File: src/rtl/pipelined_cla_adder_pkg.sv
// Package for the pipelined carry-lookahead adder.
// Holds the lookahead group width, the per-slice propagate/generate helper
// and the width-independent control part of a pipeline stage record. The
// top level wraps the control record with WIDTH-sized data vectors to form
// its full stage_t.
package cla_pkg;

   localparam int GROUP_W = 4;

   // Per-bit propagate and generate of one lookahead group.
   typedef struct packed {
      logic [GROUP_W-1:0] p;
      logic [GROUP_W-1:0] g;
   } pg_t;

   // Control and flag bits carried alongside the data in every stage.
   typedef struct packed {
      logic valid;
      logic carry;    // carry out of the highest group resolved so far
      logic msb_a;    // operand A sign bit
      logic msb_b;    // conditioned operand B sign bit
      logic ovf;      // meaningful only once the top group is resolved
   } stage_ctl_t;

   function automatic pg_t group_pg(input logic [GROUP_W-1:0] a,
                                    input logic [GROUP_W-1:0] b);
      pg_t r;
      r.p = a ^ b;
      r.g = a & b;
      return r;
   endfunction

endpackage

File: src/rtl/pipelined_cla_adder_group.sv
// cla_group: combinational 4-bit carry-lookahead slice.
// Ports:
//   a, b   : group operand bits (b already conditioned for subtract)
//   c      : carry into the group
//   s      : 4 sum bits
//   c_out  : carry out of the group
//   p_grp  : group propagate (all four bits propagate)
//   g_grp  : group generate (carry produced inside the group)
module cla_group
   import cla_pkg::*;
(
   input  logic [GROUP_W-1:0] a,
   input  logic [GROUP_W-1:0] b,
   input  logic               c,
   output logic [GROUP_W-1:0] s,
   output logic               c_out,
   output logic               p_grp,
   output logic               g_grp
);

   pg_t pg;
   logic [GROUP_W-1:0] c_bit;

   assign pg = group_pg(a, b);

   // Every internal carry is a flat sum of products of p/g and c, so no
   // carry ripples through another.
   always_comb begin
      c_bit    = '0;
      c_bit[0] = c;
      c_bit[1] = pg.g[0] | (pg.p[0] & c);
      c_bit[2] = pg.g[1] | (pg.p[1] & pg.g[0]) | (pg.p[1] & pg.p[0] & c);
      c_bit[3] = pg.g[2] | (pg.p[2] & pg.g[1]) | (pg.p[2] & pg.p[1] & pg.g[0])
               | (pg.p[2] & pg.p[1] & pg.p[0] & c);
   end

   assign g_grp = pg.g[3] | (pg.p[3] & pg.g[2]) | (pg.p[3] & pg.p[2] & pg.g[1])
                | (pg.p[3] & pg.p[2] & pg.p[1] & pg.g[0]);
   assign p_grp = &pg.p;

   assign s     = pg.p ^ c_bit;
   assign c_out = g_grp | (p_grp & c);

endmodule

File: src/rtl/pipelined_cla_adder.sv
// pipelined_cla_adder: WIDTH-bit adder/subtractor resolving one 4-bit
// lookahead group per pipeline stage, with a valid/ready handshake and a
// single global stall.
// Ports:
//   clk, rst_n          : clock, asynchronous active-low reset
//   in_valid / in_ready : operation handshake (in_ready = pipeline enable)
//   a, b, cin, sub      : operands; sub=1 computes a - b - cin
//   out_valid/out_ready : result handshake
//   sum, cout, ovf      : result, carry (no-borrow on subtract), signed overflow
module pipelined_cla_adder
   import cla_pkg::*;
#(
   parameter int WIDTH = 16
) (
   input  logic             clk,
   input  logic             rst_n,
   input  logic             in_valid,
   output logic             in_ready,
   input  logic [WIDTH-1:0] a,
   input  logic [WIDTH-1:0] b,
   input  logic             cin,
   input  logic             sub,
   output logic             out_valid,
   input  logic             out_ready,
   output logic [WIDTH-1:0] sum,
   output logic             cout,
   output logic             ovf
);

   localparam int NGROUPS = WIDTH / GROUP_W;

   if (WIDTH < GROUP_W || (WIDTH % GROUP_W) != 0) begin : g_width_check
      $error("pipelined_cla_adder: WIDTH must be a positive multiple of 4");
   end

   typedef struct packed {
      stage_ctl_t       ctl;
      logic [WIDTH-1:0] sum;     // low groups resolved so far
      logic [WIDTH-1:0] rem_a;   // operand A, upper groups still pending
      logic [WIDTH-1:0] rem_b;   // conditioned operand B
   } stage_t;

   logic   en;
   stage_t entry;
   stage_t tail;

   // Subtract is a + ~b + ~cin, so a borrow-in becomes a missing carry-in.
   always_comb begin
      entry           = '0;
      entry.ctl.valid = in_valid;
      entry.ctl.carry = cin ^ sub;
      entry.ctl.msb_a = a[WIDTH-1];
      entry.ctl.msb_b = b[WIDTH-1] ^ sub;
      entry.rem_a     = a;
      entry.rem_b     = b ^ {WIDTH{sub}};
   end

   for (genvar k = 0; k < NGROUPS; k++) begin : g_stage
      stage_t               in_s;
      stage_t               nxt;
      stage_t               q;
      logic [GROUP_W-1:0]   s;
      logic                 c_out;
      logic                 p_grp;
      logic                 g_grp;

      if (k == 0) begin : g_first
         assign in_s = entry;
      end else begin : g_chain
         assign in_s = g_stage[k-1].q;
      end

      cla_group u_group (
         .a     (in_s.rem_a[GROUP_W*k +: GROUP_W]),
         .b     (in_s.rem_b[GROUP_W*k +: GROUP_W]),
         .c     (in_s.ctl.carry),
         .s     (s),
         .c_out (c_out),
         .p_grp (p_grp),
         .g_grp (g_grp)
      );

      // Carry forward via group P/G; c_out cross-feeds the overflow term.
      // Carry into the MSB is recovered as msb_a ^ msb_b ^ sum_msb; this is
      // only the true MSB in the last group, which is the only one read.
      always_comb begin
         nxt                            = in_s;
         nxt.sum[GROUP_W*k +: GROUP_W]  = s;
         nxt.ctl.carry                  = g_grp | (p_grp & in_s.ctl.carry);
         nxt.ctl.ovf                    = in_s.ctl.msb_a ^ in_s.ctl.msb_b ^ s[GROUP_W-1] ^ c_out;
      end

      // ---- stage k register boundary ----
      always_ff @(posedge clk or negedge rst_n) begin
         if (!rst_n) begin
            q <= '0;
         end else if (en) begin
            q <= nxt;
         end
      end
   end

   assign tail = g_stage[NGROUPS-1].q;

   // Single stall for the whole pipe: advance unless a result is stuck.
   assign en        = ~tail.ctl.valid | out_ready;
   assign in_ready  = en;

   assign out_valid = tail.ctl.valid;
   assign sum       = tail.sum;
   assign cout      = tail.ctl.carry;
   assign ovf       = tail.ctl.ovf;

   // Operand copies and sign bits are fully consumed by the last stage.
   logic unused_tail;
   assign unused_tail = ^{tail.rem_a, tail.rem_b, tail.ctl.msb_a, tail.ctl.msb_b};

endmodule

File: config.mk
export PLATFORM = sky130hd
export DESIGN_NAME = pipelined_cla_adder
export DESIGN_NICKNAME = d
export VERILOG_FILES = /design/src/rtl/pipelined_cla_adder_pkg.sv /design/src/rtl/pipelined_cla_adder_group.sv /design/src/rtl/pipelined_cla_adder.sv
export SDC_FILE = /design/constraint.sdc
export NUM_CORES = 1
export LEC_CHECK = 0
export CAP_MARGIN = 20
export CORE_ASPECT_RATIO = 1.2
export CORE_MARGIN = 4
export CORE_UTILIZATION = 49
export CTS_CLUSTER_DIAMETER = 40
export CTS_CLUSTER_SIZE = 25
export DETAILED_ROUTE_END_ITERATION = 10
export PLACE_DENSITY = 0.82
export SETUP_SLACK_MARGIN = 0.4
export SLEW_MARGIN = 20
export SYNTH_ARGS = -nofsm -noshare
export SYNTH_HDL_FRONTEND = slang
export SYNTH_SLANG_ARGS = --single-unit
File: constraint.sdc
create_clock -name clk -period 1.55 [get_ports clk]
set_input_delay 0.31 -clock clk [delete_from_list [all_inputs] [get_ports clk]]
set_output_delay 0.31 -clock clk [all_outputs]
set_load 0.005 [all_outputs]
# After elaboration in Yosys (flattened, before gate mapping)

Index checks and enable logic that the tools add are counted.

Flip-flop bits (word level): 151
Bits in latches: 0
Memory bits (writable): 0
Bits in read-only memories: 0
Bits of input ports: 38
Output and inout bits: 20
Memories kept: 0

Add/sub/neg operators: 0
$mul: 0
Div/mod/pow operators: 0
Magnitude comparators: 0
Equal/unequal tests: 0
Shifts and indexed selects: 0
Multiplexer cells: 0
Bitwise operators: 120
Reductions and logical operators: 4

Operator list:

| cell                | number |
|---|---|
| AND 1 bit           | 60 |
| OR 1 bit            | 41 |
| bitwise XOR 4 bit   | 8 |
| AND 4 bit           | 4 |
| AND reduction 4 bit | 4 |
| bitwise XOR 16 bit  | 1 |
| bitwise XOR 1 bit   | 5 |
| NOT 1 bit           | 1 |

# Longest topological paths before layout

Gate-level depths: netlist (run 1).

Depth after elaboration: 8
Mapped depth: 8
Depth with buffers taken out: 6

# Hierarchy

A second synthesis (run 1) with hierarchy kept.

Cells, all modules: 339
Area, all modules: 4591.9 um^2

By module, submodules not included:

| module                             | instances | cells an instance | area each (um^2) | seq. area each (um^2) |
|---|---|---|---|---|
| pipelined_cla_adder                | 1         | 251               | 3838.7           | 2427.3 |
| cla_group (g_stage[2].u_group ...) | 2         | 22                | 193.9            | 0.0 |
| cla_group (g_stage[0].u_group ...) | 2         | 22                | 182.7            | 0.0 |

# Worst setup path after synthesis (run 1)

No wires, ideal clock.

Path type: in2reg
Start: input sub
End: register g_stage[0].q[35] in the netlist's numbering
Library setup time: 0.095 ns
Data arrival time: 1.954 ns
Data required time: 1.455 ns
Path slack: -0.500 ns
Cell stages on the path: 8
Path buffers: 2
Cells stage by stage: buf_6 buf_2 xor2_1 ha_1 and3_1 a22o_4 o21a_1 o31ai_1

Word-level cells in the longest chain between the ends: 7

RTL lines:

| element                                               | line                                                             | text |
|---|---|---|
| start: declaration                                    | pipelined_cla_adder.sv:22                                        | `input logic sub,` |
| bitwise XOR 16 bit                                    | pipelined_cla_adder.sv:55                                        | `entry.rem_b = b ^ {WIDTH{sub}};` |
| bitwise XOR 4 bit / AND 4 bit (equally long branches) | pipelined_cla_adder_pkg.sv:28, pipelined_cla_adder_pkg.sv:29     |  |
| AND 1 bit (on tied branches)                          | pipelined_cla_adder_group.sv:33, pipelined_cla_adder_group.sv:34 |  |
| OR 1 bit (tied with other cells)                      | pipelined_cla_adder_group.sv:33                                  | `c_bit[3] = pg.g[2] \| (pg.p[2] & pg.g[1]) \| (pg.p[2] & pg.p[1] & pg.g[0])` |
| OR 1 bit / AND 1 bit (equally long branches)          | pipelined_cla_adder_group.sv:33, pipelined_cla_adder_group.sv:34 |  |
| OR 1 bit                                              | pipelined_cla_adder_group.sv:34                                  | `\| (pg.p[2] & pg.p[1] & pg.p[0] & c);` |
| bitwise XOR 4 bit (*)                                 | pipelined_cla_adder_group.sv:41                                  | `assign s = pg.p ^ c_bit;` |
| end signal: assignment                                | pipelined_cla_adder.sv:98                                        | `q <= nxt;` |
| end: declaration                                      | pipelined_cla_adder.sv:61                                        | `stage_t q;` |

Every way passes the cells marked *; elsewhere a longest branch is shown, timed or not.
A chain may end at the register's enable or synchronous reset.

# Worst setup path after layout (run 1)

Start: register g_stage[2].q[12] in the netlist's numbering
End: register g_stage[3].q, in the netlist sum[15]

Word-level cells in the longest chain between the ends: 5

RTL lines:

| element                                               | line |
|---|---|
| start: declaration                                    | pipelined_cla_adder.sv:61 |
| start signal: assignment                              | pipelined_cla_adder.sv:98 |
| AND 4 bit / bitwise XOR 4 bit (equally long branches) | pipelined_cla_adder_pkg.sv:29, pipelined_cla_adder_pkg.sv:28 |
| AND 1 bit (on tied branches)                          | pipelined_cla_adder_group.sv:33, pipelined_cla_adder_group.sv:34 |
| OR 1 bit / AND 1 bit (equally long branches)          | pipelined_cla_adder_group.sv:33, pipelined_cla_adder_group.sv:34 |
| OR 1 bit (*)                                          | pipelined_cla_adder_group.sv:34 |
| bitwise XOR 4 bit (*)                                 | pipelined_cla_adder_group.sv:41 |
| end signal: assignment                                | pipelined_cla_adder.sv:98 |
| end: declaration                                      | pipelined_cla_adder.sv:61 |

Marked as above.

==> impl_metrics.json, run 1 <==
{
  "cts.reportedPaths.clkPinSlew_ps": 100,
  "track_usage_pct": 30.8,
  "fraction_of_the_cycle_the_final_worst_path_needs_pct": 106,
  "insertion_delay_of_the_later_clocked_pin_in_the_worst_skew_pair_ps": 380,
  "antenna_violating_nets_post_route": 0,
  "yosys-top-cells-count": "nand2_1, dfrtp_1, o21ai_0, ha_1, xnor2_1",
  "place_hpwl_um": 5860,
  "floorplan.die_area_um2": 10300,
  "peakVddDrop_mv": 1.12,
  "finalSetupViolCount": 5,
  "synthesis.area_um2": 4280,
  "crit-reg2reg-capture": "sum[15]$_DFFE_PN0P_",
  "regArea_um2": 2430,
  "worst_path_largest_cell_delay_ps": 440,
  "cts.sink_count": 97,
  "static-leakage-power_nw": 3.73,
  "unrepaired_setup_endpoints_after_global_routing": "yes",
  "dpl.cell_count": 625,
  "cts_root_buffer": "clkbuf_8",
  "cellInternalPower_w": 0.00960,
  "routed-via-count": 4417,
  "timing.critical_path.required_ps": 1810,
  "tns_ps": -269,
  "multi_input_area_um2": 2840,
  "synth_cells": 456,
  "path_delay_family": "compound AO/OA/AOI/OAI gates",
  "syn_avg_cell_area_um2": 9.38,
  "cts_buffers": 9,
  "max_slew_margin_pct": 72.1,
  "worst_hold_path_type": "in2async",
  "crit-reg2reg-launch": "g_stage[2].q[12]$_DFFE_PN0P_",
  "crit_type": "reg2reg",
  "vias_in_the_first_global_route": 4224,
  "io_buffer_count": 57,
  "tritoncts": "built",
  "synthesis.yosys.warnings": 0,
  "nNetsFinal": 657,
  "worstMarginPinSlew_ps": 419,
  "result_of_the_run": "finished with violations",
  "async_flop_share_pct": 100,
  "wire_length_of_the_first_global_routing_pass_um": 23500,
  "synth_flop_cell": "dfrtp_1",
  "yosys-top-cells-area": "dfrtp_1, nand2_1, ha_1",
  "power.share.clock_pct": 11.8,
  "largest_net_degree_at_the_start_of_global_routing": 55,
  "final_layout_size_suffix_gt1_share_pct": 59.4,
  "critical_path_cell_by_cell": "ha_4, a211oi_4, o21bai_4, xnor2_1, a21oi_1",
  "crit_arrival_ps": 1910,
  "cp_endpoint_kind": "flip-flop",
  "syn_nets": 514,
  "final_core_util_pct": 90.0,
  "synth_cell_type_count": 28,
  "cellPowerDensity_nw_per_um2": 2160,
  "achievable-frequency_ghz": 0.607,
  "total_power_w": 0.0166,
  "worst-path-max-fanout": 3,
  "critical-path-slowest-cell": "dfrtp_1",
  "switchingPower_w": 0.00702,
  "fin_crit_ps": 1650,
  "placeableCoreArea_um2": 8560,
  "final.setup.worst_slack_ps": -96.1,
  "insertedDiodeCount": 0,
  "p_seq_share_pct": 30.0,
  "detail_route.wirelength_um": 19200,
  "cts_max_level": 3,
  "detail_route.vias_per_cell": 6.13,
  "areaGrowthSynthToFinish_pct": 80.2,
  "first_pass_iters": 5,
  "timing.clock.skew_ps": 12.3,
  "die_width_um": 93.3,
  "drc": 0,
  "synth-edff-count": 0,
  "switching_share_pct": 42.3,
  "critPathBufInv": 0,
  "sequential_fraction_of_the_synthesis_area_pct": 56.7,
  "ios": 58,
  "detail_route.wl_per_cell_um": 26.7,
  "synth.most_common_cell": "nand2_1",
  "max_cap_viol_count": 0,
  "instances_no_fill": 720,
  "dp_worst_setup_slack_ps": -743,
  "antenna_violations_before_repair": 0,
  "gp_congestion": 0.861,
  "final-hold-violation-count": 0,
  "synth.ff_latch_count": 97,
  "failed_checks": "negative setup slack",
  "initial_core_util_pct": 50.0,
  "crit_path_start_kind": "flip-flop",
  "worst-r2r-cell-count": 5,
  "layout.filler_cells": 276,
  "drtIter0Drc": 438,
  "comb_power_share_pct": 58.2,
  "post-synth-top-area-fraction_pct": 56.7,
  "die_height_um": 110,
  "synth_top_area_cell": "dfrtp_1",
  "globalRouteOverflowTotal": 0,
  "floorplan.rows": 37,
  "slew_limit_fails": 0,
  "clock_tree.buffer_depth": 2,
  "timing.reg2reg.setup_slack_ps": -100
}
## power groups by stage
| stage | sequential [W] | combinational (W) | clock (W) |
|---|---|---|---|
| finish | 0.00499 | 0.00967 | 0.00196 |
| global route | 0.00507 | 0.00997 | 0.00205 |
| CTS | 0.00446 | 0.00681 | 0.00188 |
| detailed placement | 0.00434 | 0.00411 | 0 |
| global placement | 0.00427 | 0.00388 | 0 |
| floorplan | 0.00423 | 0.00273 | 0 |
## worst max path at each step
stage | startpoint | endpoint | slack, ps | cells past startpoint
finish | g_stage[2].q[12]$_DFFE_PN0P_ | sum[15]$_DFFE_PN0P_ | -100 | 5
global route | g_stage[2].q[12]$_DFFE_PN0P_ | sum[15]$_DFFE_PN0P_ | -120 | 5
CTS | g_stage[1].q[24]$_DFFE_PN0P_ | g_stage[2].q[43]$_DFFE_PN0P_ | 90 | 5
detailed placement | sub | g_stage[0].q[35]$_DFFE_PN0P_ | -740 | 7
global placement | sub | g_stage[0].q[35]$_DFFE_PN0P_ | -700 | 7
floorplan | sub | g_stage[0].q[35]$_DFFE_PN0P_ | -340 | 8
## area by class of cell
type | count | area share [%]
tap | 117 | 1.90
clock inverter | 2 | 0.779
multi-input combinational | 329 | 36.8
sequential | 97 | 31.5
timing repair buffer | 155 | 26.4
inverter | 7 | 0.406
clock buffer | 13 | 2.19
## repair_timing
item | CTS | global route
pin swaps | 131 | 92
endpoints found under the hold margin | 11 | 0
cloned | 24 | 2
endpoints found under the setup margin | 116 | 117
gates resized for setup | 289 | 178
setup buffers | 34 | 19
hold buffers | 1 | 0
## registers in the layout, indices dropped and copies added (netlist names)
name / flops
ovf: 1
out_valid: 1
cout: 1
g_stage.q: 78
sum: 16
## logic make-up after synthesis
group	Yosys count	synth area share, %
compound gates	60	8.51
xor+xnor	24	5.09
fa+ha+maj	20	6.55
buf+inv	30	3.04
flops	97	56.7
mux	1	0.234
simple gates	224	19.9
## layout by cell type, fill, tap and decap left out, types with 4 or more instances in the layout
cell type | Yosys | layout
dfrtp_1 | 97 | 97
nand2_2 | 0 | 90
nand2_4 | 0 | 66
nand2_1 | 209 | 53
buf_4 | 0 | 38
clkdlybuf4s50_1 | 0 | 27
buf_16 | 0 | 25
buf_2 | 8 | 20
buf_12 | 0 | 18
o21ai_2 | 0 | 16
buf_6 | 1 | 16
xnor2_1 | 16 | 15
clkbuf_8 | 0 | 12
o21ai_1 | 0 | 8
ha_4 | 0 | 8
ha_1 | 16 | 8
a21oi_1 | 13 | 7
nor2_1 | 11 | 6
a21oi_2 | 0 | 5
inv_1 | 6 | 4
xor2_1 | 7 | 4
a21o_1 | 4 | 4
a211oi_2 | 0 | 4
## worst reg2reg max path, cell delays in order, from the launching register on
cell      delay, ps
dfrtp_1         440
ha_4            280
a211oi_4        340
o21bai_4        130
xnor2_1         240
a21oi_1         110
## per-layer routing
| metal | GRT usage (%) | share of wire (%) | up-vias |
|---|---|---|---|
| met4 | 18.2 | 7.6 | 0 |
| met3 | 4.48 | 9.1 | 132 |
| met2 | 52.1 | 47 | 380 |
| met5 | 0 | 0 | - |
| met1 | 37.7 | 36 | 2157 |
| li1 | - | - | 1748 |
## per-stage QoR
| stage | hold slack (ps) | instance area, um2 |
|---|---|---|
| after global placement | 170 | 5170 |
| after CTS | 326 | 6830 |
| after global routing | 363 | 7710 |
| after detailed placement | 176 | 5170 |
| final | 352 | 7710 |
| after floorplan | 14.4 | 4430 |
Power figures use the tool's default switching activity.
==> run 2: changes to the inputs <==
- CORE_UTILIZATION: 49 -> 50
- PLACE_DENSITY: 0.82 -> 0.83
- SYNTH_HIERARCHICAL: unset -> 1
==> run 2 against run 1 <==
Against the previous run:
- the flow still finishes with violations (negative setup slack)
- via count fell by 20%
- largest cell class unchanged
- global-route usage shrank 5.3 points
- maximum frequency decreased by 9.2%
- core utilization down 5.0 points
- critical path depth grew 2
- die area grew 4.3%
==> impl_metrics.json, run 2 <==
{
  "syn_avg_cell_area_um2": 13.6,
  "areaGrowthSynthToFinish_pct": 62.8,
  "cts_root_buffer": "clkbuf_8",
  "detail_route.wirelength_um": 14600,
  "die_height_um": 113,
  "static-leakage-power_nw": 3.49,
  "track_usage_pct": 25.5,
  "fraction_of_the_cycle_the_final_worst_path_needs_pct": 117,
  "final-hold-violation-count": 0,
  "cts_buffers": 9,
  "antenna_violating_nets_post_route": 0,
  "peakVddDrop_mv": 1.17,
  "worst_path_largest_cell_delay_ps": 430,
  "crit_arrival_ps": 2060,
  "detail_route.vias_per_cell": 5.61,
  "nNetsFinal": 562,
  "failed_checks": "negative setup slack",
  "timing.reg2reg.setup_slack_ps": -260,
  "multi_input_area_um2": 2700,
  "floorplan.rows": 37,
  "largest_register_ffs": 78,
  "syn_nets": 394,
  "final_cell_area_um2": 7440,
  "floorplan.die_area_um2": 10700,
  "worst_hold_path_type": "in2async",
  "wire_length_of_the_first_global_routing_pass_um": 20500,
  "worstMarginPinSlew_ps": 437,
  "cp_endpoint_kind": "flip-flop",
  "critical_path_cell_by_cell": "ha_4, a41oi_2, o21ai_2, xor2_2, xnor2_2, xnor2_1, a21oi_1",
  "initial_core_util_pct": 52.2,
  "cellPowerDensity_nw_per_um2": 2230,
  "final.setup.worst_slack_ps": -262,
  "globalRouteOverflowTotal": 0,
  "detail_route.wl_per_cell_um": 23.4,
  "synthesis.area_um2": 4570,
  "slew_limit_fails": 0,
  "final_common_cell": "dfrtp_1",
  "antenna_violations_before_repair": 0,
  "cts.sink_count": 97,
  "vias_in_the_first_global_route": 3722,
  "die_width_um": 95.3,
  "insertedDiodeCount": 0,
  "synth_cells": 336,
  "ios": 58,
  "unrepaired_setup_endpoints_after_global_routing": "yes",
  "crit_type": "reg2reg",
  "gp_congestion": 0.761,
  "worst-path-max-fanout": 3,
  "commonest_cells_after_routing_fill_and_taps_aside": "dfrtp_1, mux2_4, buf_4",
  "result_of_the_run": "finished with violations",
  "place_hpwl_um": 6120,
  "final_core_util_pct": 85.0,
  "cts.reportedPaths.clkPinSlew_ps": 90,
  "dp_worst_setup_slack_ps": -784,
  "placeableCoreArea_um2": 8750,
  "whs_ps": 452,
  "largest_register": "g_stage.q",
  "max_slew_margin_pct": 70.9,
  "drc": 0,
  "max_cap_viol_count": 0,
  "synthesis.yosys.warnings": 6,
  "cts_max_level": 3,
  "clock_tree.buffer_depth": 2,
  "io_buffer_count": 57,
  "drtIter0Drc": 173,
  "crit-reg2reg-launch": "g_stage[2].q[29]$_DFFE_PN0P_",
  "tritoncts": "built",
  "insertion_delay_of_the_later_clocked_pin_in_the_worst_skew_pair_ps": 360,
  "final_layout_size_suffix_gt1_share_pct": 62.9,
  "finalSetupViolCount": 15,
  "routed-via-count": 3512,
  "placed_area_um2": 5810,
  "achievable-frequency_ghz": 0.552,
  "critical-path-slowest-cell": "dfrtp_1",
  "startpoint": "g_stage[2].q[29]$_DFFE_PN0P_",
  "timing.critical_path.required_ps": 1800,
  "regArea_um2": 2430,
  "largest_net_degree_at_the_start_of_global_routing": 30,
  "first_pass_iters": 5,
  "fin_crit_ps": 1810,
  "timing.clock.skew_ps": 8.41,
  "crit_path_start_kind": "flip-flop",
  "layout.filler_cells": 339
}
## run 2: worst max-delay path: cells and delay by family (launching register included)
family	cells	cell delay [ps]
xor gates and xnor gates	3	550
adders and majority gates	1	280
AOI/OAI and AO/OA	3	430
DFF	1	430
## run 2: layer usage
metal	share of wire (%)	track usage [%]	wire, um	vias to the layer above
li1	-	-	-	1489
met2	51	42.8	7510	138
met4	4.7	9.14	691	0
met3	4.6	4.92	677	48
met5	0	0	0	-
met1	39	32.8	5770	1837
## run 2: what timing repair did
item	CTS	global route
cloned	10	0
resized for setup	224	41
pin swaps	38	17
setup buffers	48	24
hold buffers	1	0
endpoints found under the hold margin	26	0
setup endpoints to repair	116	117
## run 2: layout make-up
class,count,share of cell area [%]
Multi-Input combinational cell,204,36.3
Clock inverter,3,0.538
Timing Repair Buffer,172,25.5
Inverter,20,1.04
Clock buffer,13,2.00
Sequential cell,97,32.7
Tap cell,117,1.97
## run 2: path summary, 6_finish.rpt
kind                       depth (start not counted)                            to
setup / recovery                                   7               ovf$_DFFE_PN0P_
hold / removal                                     2               ovf$_DFFE_PN0P_
setup reg to reg                                   7               ovf$_DFFE_PN0P_
hold reg to reg                                    1  g_stage[2].q[33]$_DFFE_PN0P_
max in group asynchronous                          3   g_stage[0].q[6]$_DFFE_PN0P_
min in group clk                                   4  g_stage[0].q[14]$_DFFE_PN0P_
## run 2: power by group
part	total, W	switching (W)	internal [W]
Combinational	0.0102	0.00393	0.00624
Sequential	0.00476	0.00104	0.00371
Clock	0.00167	0.000881	0.000789
Total	0.0166	0.00586	0.0107
## run 2: metrics by stage
stage	TNS, ps	total power, W	std cells
2_1_floorplan	-1100	0.00905	336
3_3_place_gp	-15310	0.0105	527
3_5_place_dp	-17680	0.0108	527
4_1_cts	-130	0.0146	602
5_1_grt	-1400	0.0173	626
6_report	-802	0.0166	626
==> run 3: changes to the inputs <==
- CORE_ASPECT_RATIO: 1.2 -> unset
- GPL_ROUTABILITY_DRIVEN: unset -> 0
==> run 3 against run 2 <==
Against the previous run:
- the flow still finishes with violations (negative setup slack)
- final cell count decreased by 2.4%
- hold slack improved by 62 ps
- critical path depth unchanged
- total power increased by 2.4%
- count of clock-buffer cells in the layout decreased by 3
- register-to-register slack got worse by 60 ps
- critical path type unchanged
==> impl_metrics.json, run 3 (synthesis results as in run 2) <==
{
  "result_of_the_run": "finished with violations",
  "failed_checks": "negative setup slack",
  "worst_hold_path_type": "in2async",
  "p_seq_share_pct": 28.2,
  "worst-path-max-fanout": 3,
  "drtIter0Drc": 198,
  "placed_area_um2": 5770,
  "wire_length_of_the_first_global_routing_pass_um": 21200,
  "die_height_um": 104,
  "floorplan.rows": 34,
  "cellInternalPower_w": 0.0108,
  "cts_root_buffer": "clkbuf_8",
  "power.share.clock_pct": 11.3,
  "final_cell_area_um2": 7420,
  "worstMarginPinSlew_ps": 487,
  "whs_ps": 514,
  "crit_path_start_kind": "flip-flop",
  "insertion_delay_of_the_later_clocked_pin_in_the_worst_skew_pair_ps": 370,
  "critical-path-slowest-cell": "dfrtp_1",
  "crit_arrival_ps": 2120,
  "detail_route.vias_per_cell": 5.71,
  "crit-reg2reg-launch": "g_stage[2].q[13]$_DFFE_PN0P_",
  "switchingPower_w": 0.00616,
  "placeableCoreArea_um2": 8810,
  "areaGrowthSynthToFinish_pct": 62.4,
  "finalSetupViolCount": 34,
  "max_slew_margin_pct": 67.5,
  "ios": 58,
  "place_hpwl_um": 6000,
  "final_layout_size_suffix_gt1_share_pct": 62.2,
  "track_usage_pct": 25.1,
  "first_pass_iters": 4,
  "cellPowerDensity_nw_per_um2": 2290,
  "achievable-frequency_ghz": 0.534,
  "initial_core_util_pct": 51.9,
  "switching_share_pct": 36.2,
  "crit-reg2reg-capture": "ovf$_DFFE_PN0P_",
  "timing.critical_path.required_ps": 1800,
  "worst-r2r-cell-count": 7,
  "fin_crit_ps": 1870,
  "cts_max_level": 3,
  "crit_type": "reg2reg",
  "largest_register": "g_stage.q",
  "floorplan.die_area_um2": 10700,
  "routed-via-count": 3486,
  "cp_endpoint_kind": "flip-flop",
  "cts_buffers": 9,
  "fraction_of_the_cycle_the_final_worst_path_needs_pct": 121,
  "slew_limit_fails": 0,
  "vias_in_the_first_global_route": 3716,
  "clock_tree.buffer_depth": 2,
  "largest_net_degree_at_the_start_of_global_routing": 61,
  "timing.clock.skew_ps": 18.0,
  "tritoncts": "built",
  "globalRouteOverflowTotal": 0,
  "commonest_cells_after_routing_fill_and_taps_aside": "dfrtp_1, mux2_4, buf_4",
  "static-leakage-power_nw": 3.47,
  "timing.reg2reg.setup_slack_ps": -320,
  "largest_register_ffs": 78,
  "critical_path_cell_by_cell": "ha_4, a21oi_4, o21ai_4, xor2_4, xnor2_2, xnor2_1, a21oi_1",
  "io_buffer_count": 57,
  "worst_path_largest_cell_delay_ps": 460,
  "layout.filler_cells": 365,
  "final_common_cell": "dfrtp_1",
  "antenna_violating_nets_post_route": 0,
  "drc": 0,
  "die_width_um": 104,
  "comb_power_share_pct": 60.5,
  "detail_route.wirelength_um": 15300,
  "peakVddDrop_mv": 1.12,
  "antenna_violations_before_repair": 2,
  "cts.sink_count": 97,
  "max_cap_viol_count": 0,
  "final.setup.worst_slack_ps": -323,
  "final-hold-violation-count": 0,
  "tns_ps": -1360,
  "unrepaired_setup_endpoints_after_global_routing": "yes",
  "nNetsFinal": 555,
  "cts.reportedPaths.clkPinSlew_ps": 110,
  "detail_route.wl_per_cell_um": 25.1
}
## run 3: layout make-up
cell class	count	area, um2	share of cell area (%)
Tap cell	108	135	1.82
Timing Repair Buffer	165	1870	25.2
Clock buffer	10	128	1.72
Sequential cell	97	2430	32.8
Inverter	20	75.1	1.01
Antenna cell	1	2.50	0.0337
Multi-Input combinational cell	204	2690	36.3
Clock inverter	6	90.1	1.21
## run 3: critical path, delay by kind of cell, from the launching register on
kind	cells	cell delay (ps)
AO/OA/AOI/OAI	3	410
XOR/XNOR	3	550
adder cells (fa/ha/maj)	1	330
flip-flops	1	460
## run 3: power by group through the flow
stage / logic [W] / registers (W) / clock network (W)
floorplan: 0.00469 / 0.00436 / 0
global placement: 0.00607 / 0.00449 / 0
detailed placement: 0.00633 / 0.00454 / 0
CTS: 0.00849 / 0.00455 / 0.00183
global route: 0.0108 / 0.00487 / 0.00202
finish: 0.0103 / 0.00479 / 0.00193
## run 3: timing repair
item | in CTS | in global routing
setup buffers | 48 | 18
hold buffers | 1 | 0
setup endpoints to repair | 116 | 117
resized for setup | 216 | 41
gates cloned | 11 | 0
pin swaps | 38 | 17
hold endpoints to repair | 60 | 0
## run 3: worst max path at each step
| stage | endpoint | start |
|---|---|---|
| 6_report | ovf$_DFFE_PN0P_ | g_stage[2].q[13]$_DFFE_PN0P_ |
| 3_3_place_gp | g_stage[0].q[34]$_DFFE_PN0P_ | sub |
| 2_1_floorplan | g_stage[0].q[35]$_DFFE_PN0P_ | sub |
| 4_1_cts | ovf$_DFFE_PN0P_ | g_stage[2].q[29]$_DFFE_PN0P_ |
| 3_5_place_dp | g_stage[0].q[35]$_DFFE_PN0P_ | sub |
| 5_1_grt | ovf$_DFFE_PN0P_ | g_stage[2].q[13]$_DFFE_PN0P_ |
## run 3: metrics by stage
step,total power [W],setup WS (ps),instances,utilization (%)
final,0.0170,-323,611,84.3
after floorplan,0.00905,-309,336,-
after global routing,0.0177,-355,611,84.3
after detailed placement,0.0109,-689,516,65.5
after global placement,0.0106,-643,516,65.5
after CTS,0.0149,-136,592,80.5
## run 3: layer usage
| metal | GRT usage [%] | routed length, um | part of all wire (%) |
|---|---|---|---|
| met5 | 0 | 7 | 0.046 |
| met4 | 10.2 | 789 | 5.1 |
| met3 | 3.92 | 688 | 4.5 |
| met2 | 45.1 | 7880 | 51 |
| met1 | 30.1 | 5970 | 39 |
